==> config.mk <==
export PLATFORM = sky130hd
export DESIGN_NAME = shift_register_n
export DESIGN_NICKNAME = d
export VERILOG_FILES = /design/src/rtl/conv_pkg.sv /design/src/rtl/sr_tap_reg.sv /design/src/rtl/shift_register_n.sv
export SDC_FILE = /design/constraint.sdc
export NUM_CORES = 1
export LEC_CHECK = 0
export BUFFER_PORTS_ARGS = -buffer_cell sky130_fd_sc_hd__clkbuf_2
export CORE_UTILIZATION = 56
export DETAILED_ROUTE_END_ITERATION = 7
export PLACE_DENSITY = 0.91
export SYNTH_ARGS = -nofsm -noshare
export SYNTH_HDL_FRONTEND = slang
export SYNTH_SLANG_ARGS = --single-unit
==> constraint.sdc <==
create_clock -name clk -period 7.6 [get_ports clk]
set_input_delay 0.38 -clock clk [delete_from_list [all_inputs] [get_ports clk]]
set_output_delay 0.38 -clock clk [all_outputs]
set_load 0.02 [all_outputs]
==> src/rtl/conv_pkg.sv <==
// Shared convolver constants and types.
// Default filter word width and tap depth.
package conv_pkg;

  localparam int WID_FILTER_P = 16;
  localparam int FILT_TAPS = 9;

  typedef logic [WID_FILTER_P-1:0] filt_word_t;

endpackage

==> src/rtl/sr_tap_reg.sv <==
// Single tap register of the filter window.
// Async reset, sync clear, load enable.
module sr_tap_reg
  import conv_pkg::*;
#(
  parameter int WIDTH = WID_FILTER_P
) (
  input  logic             clk,
  input  logic             rst,
  input  logic             clear,
  input  logic             load,
  input  logic [WIDTH-1:0] d,
  output logic [WIDTH-1:0] q
);

  logic [WIDTH-1:0] val_d;
  logic [WIDTH-1:0] val_q;

  // clear beats load; otherwise hold
  always_comb begin
    val_d = val_q;
    if (clear) begin
      val_d = '0;
    end else if (load) begin
      val_d = d;
    end
  end

  // tap storage
  always_ff @(posedge clk or posedge rst) begin
    if (rst) begin
      val_q <= '0;
    end else begin
      val_q <= val_d;
    end
  end

  assign q = val_q;

endmodule

==> src/rtl/shift_register_n.sv <==
// Parametrised tap window with valid/ready input.
// Optional circular rotate: SHIFT_REG_ROTATE_EN.
module shift_register_n
  import conv_pkg::*;
#(
  parameter int WIDTH = WID_FILTER_P,
  parameter int DEPTH = FILT_TAPS,
  localparam int CNT_W = $clog2(DEPTH + 1)
) (
  input  logic                   clk,
  input  logic                   rst,
  input  logic                   clear,
  input  logic                   hold,
`ifdef SHIFT_REG_ROTATE_EN
  input  logic                   rotate,
`endif
  input  logic                   in_valid,
  output logic                   in_ready,
  input  logic [WIDTH-1:0]       in_data,
  output logic [DEPTH*WIDTH-1:0] taps,
  output logic [CNT_W-1:0]       fill_cnt,
  output logic                   full,
  output logic                   filled
);

  localparam logic [CNT_W-1:0] DEPTH_C = CNT_W'(DEPTH);
  localparam logic [CNT_W-1:0] LAST_C = CNT_W'(DEPTH - 1);

  logic             accept;
  logic             rotate_go;
  logic             load;
  logic [WIDTH-1:0] tap_d [DEPTH];
  logic [WIDTH-1:0] tap_q [DEPTH];

  logic [CNT_W-1:0] fill_cnt_d;
  logic [CNT_W-1:0] fill_cnt_q;
  logic             full_d;
  logic             full_q;
  logic             filled_d;
  logic             filled_q;

  assign in_ready = ~hold & ~clear & ~rst;
  assign accept = in_valid & in_ready;

`ifdef SHIFT_REG_ROTATE_EN
  assign rotate_go = rotate & full_q & ~hold
                   & ~clear & ~accept;
`else
  assign rotate_go = 1'b0;
`endif

  assign load = accept | rotate_go;

  // next tap values: new word or wrap into tap 0
  always_comb begin
    tap_d[0] = accept ? in_data : tap_q[DEPTH-1];
    for (int i = 1; i < DEPTH; i++) begin
      tap_d[i] = tap_q[i-1];
    end
  end

  genvar g;
  generate
    for (g = 0; g < DEPTH; g++) begin : g_tap
      sr_tap_reg #(
        .WIDTH(WIDTH)
      ) u_tap (
        .clk  (clk),
        .rst  (rst),
        .clear(clear),
        .load (load),
        .d    (tap_d[g]),
        .q    (tap_q[g])
      );
      assign taps[g*WIDTH +: WIDTH] = tap_q[g];
    end
  endgenerate

  // saturating fill count and window flags
  always_comb begin
    fill_cnt_d = fill_cnt_q;
    filled_d = 1'b0;
    if (clear) begin
      fill_cnt_d = '0;
    end else if (accept) begin
      if (fill_cnt_q != DEPTH_C) begin
        fill_cnt_d = fill_cnt_q + 1'b1;
      end
      filled_d = (fill_cnt_q == LAST_C);
    end
    full_d = (fill_cnt_d == DEPTH_C);
  end

  // counter and flag registers
  always_ff @(posedge clk or posedge rst) begin
    if (rst) begin
      fill_cnt_q <= '0;
      full_q <= 1'b0;
      filled_q <= 1'b0;
    end else begin
      fill_cnt_q <= fill_cnt_d;
      full_q <= full_d;
      filled_q <= filled_d;
    end
  end

  assign fill_cnt = fill_cnt_q;
  assign full = full_q;
  assign filled = filled_q;

endmodule
==> impl_metrics.ini <==
[status]
status = finished clean

[power_and_ir_drop]
cellLeakagePower_nw = 3.560
p_total_w = 0.001726
power.density_nw_per_um2 = 231.6
vdd_drop_max_mv = 0.1309

[final_layout]
final_cells = 953
final_cell_mix = nand2_1 (290), clkbuf_2 (170), dfrtp_1 (150)
fillCellCount = 777
synthToLayoutAreaGrowth_pct = 24.86
n_antenna_cell = 0
layout_commonest_cell = nand2_1
drive_gt1_frac = 0.2583
nets = 829

[timing]
timing.final.crit_share = 0.3568
relSlewSlack = 0.2769
maxSlewViolCount = 0
fin_crit_ns = 2.711
timing.fmax_ghz = 0.3688
fin_ws_ns = 4.889
holdWs_ns = 0.04838
rsz0062_at_grt = no
hold_viol = 0
worst_pin_slew_ns = 1.085
finalSetupTns_ns = 0
finClkSkew_ns = 0.009650
setup_violations = 0

[floorplanning]
die_h_um = 105.2
start_util = 0.5782
die_area_um2 = 11080
dieWidth_um = 105.2
row_count = 37
ios = 172
core_area_um2 = 10320

[yosys]
synthCells = 659
synthDistinctLibCells = 21
synth_top_area_frac = 0.6288
ys_seq_area_frac = 0.6288
synth_area_leaders = dfrtp_1 (63%), nand2_1 (18%), a21oi_1 (12%)
syn_area_per_cell_um2 = 9.058
syn_nets = 683
ys_warn_count = 0
synth-seq-cells = 150
yosys.area.top_type = dfrtp_1
syn_area_um2 = 5969

[clock_network]
insertion_delay_ns = 0.51
numCtsBuffers = 17
post_cts_buffers = 0
clock-sinks = 150
clockBufferDepth = 2
cts_hold_buf = 0
h-tree-depth = 4
cts.reportedPaths.clkPinSlew_ns = 0.06
cts_resized = 0
cts_tree = yes
cts-root-buf = clkbuf_8

[critical_path]
worst_setup_path_end_kind = register
worstSetupPathType = input pin to register
crit_fanout = 112
required_ns = 7.94
cp.arrival_ns = 3.05
cp-start-kind = input pin

[place]
dpl.cell_count = 922
port_buffers = 171
globalplace.congestion = 0.7787
dp_slack_ns = 4.339
hpwl_um = 10010

[global_routing]
grt_pass1_wl_um = 24830
grt_max_degree = 113
grtUsageTotal = 0.2903
grt_antenna_before_repair = 0
gr-total-overflow = 0
grt_pass1_vias = 4964

[drt]
via_per_inst = 5.451
drt_iter0_drc = 450
wire_per_inst_um = 16.21
drt-total-wl_um = 15450
firstDrtPassIters = 6
ant_nets = 0
drc = 0
dr_total_vias = 5195

[hold_path]
hold_path_class = input pin to async pin

[run]
maxCapViolations = 0
cells in the mapped netlist, drive strengths merged:
cell	number
nand2	290
clkbuf	32
buf	17
mux2i	2
ha	3
inv	4
o21ai	2
nor2	5
dfrtp	150
or4b	1
nand4b	1
a21oi	145
nor4b	1
nand4	1
nor3	1
nor4	2
xor2	1
xnor2	1
critical path, cell delays in order:
cell     delay [ns]
buf_4          0.26
nor4b_4        0.31
buf_4          0.37
buf_4          0.87
o21ai_0        0.47
mux2i_1        0.28
nor4_2         0.06
report_power, final:
| group | switching [W] | internal (W) | total (W) |
|---|---|---|---|
| combinational | 0.0000476 | 0.00000976 | 0.0000573 |
| sequential | 0.00000216 | 0.000801 | 0.000803 |
| clock | 0.000315 | 0.000551 | 0.000866 |
cell families after synthesis:
kind of cell,Yosys count,share of synthesized area
AND/OR/NAND/NOR,302,0.1968
flip-flops,150,0.6288
AO/OA/AOI/OAI,147,0.1239
buffers and inverters,53,0.03794
adder cells (fa/ha/maj),3,0.006289
XOR/XNOR,2,0.002935
multiplexers,2,0.003354
metrics by stage:
step,util,instance area (µm²)
floorplan,-,5969
global placement,0.6623,6838
detailed placement,0.6623,6838
CTS,0.7220,7453
global route,0.7220,7453
finish,0.7220,7453
sequential cells by signal, summed over array words and instances, names as in the netlist:
| name | cells |
|---|---|
| g_tap.u_tap.q | 144 |
| fill_cnt | 4 |
| filled | 1 |
| full | 1 |
path summary, 6_finish.rpt:
| check | startpoint | to | cells after the start | slack [ns] |
|---|---|---|---|---|
| max | clear | full | 7 | 4.89 |
| min | rst | fill_cnt[2] | 2 | 0.05 |
| max reg2reg | fill_cnt[1] | full | 6 | 5.89 |
| min reg2reg | g_tap[8].u_tap.q[3] | g_tap[8].u_tap.q[3] | 2 | 0.52 |
| max in group asynchronous | rst | g_tap[3].u_tap.q[14] | 3 | 6.14 |
| min in group clk | in_data[6] | g_tap[0].u_tap.q[6] | 3 | 0.08 |
routing by layer:
layer / GRT usage / vias to the layer above / routed length (µm)
met2: 0.4746 / 197 / 7929
met5: 0 / - / 0
li1: - / 2413 / -
met4: 0.1056 / 0 / 325
met3: 0.07730 / 30 / 1060
met1: 0.3747 / 2555 / 6132
final cells by class:
type / instances / area (µm²) / share of cell area
multi-input cells: 456 / 1998 / 0.2681
repair buffers: 176 / 895.9 / 0.1202
clock inverters: 11 / 170.2 / 0.02283
clock buffers: 20 / 445.4 / 0.05976
flip-flops and latches: 150 / 3754 / 0.5036
well taps: 136 / 170.2 / 0.02283
inverters: 4 / 20.02 / 0.002686
Note: power is estimated with default switching activity, not from simulation.
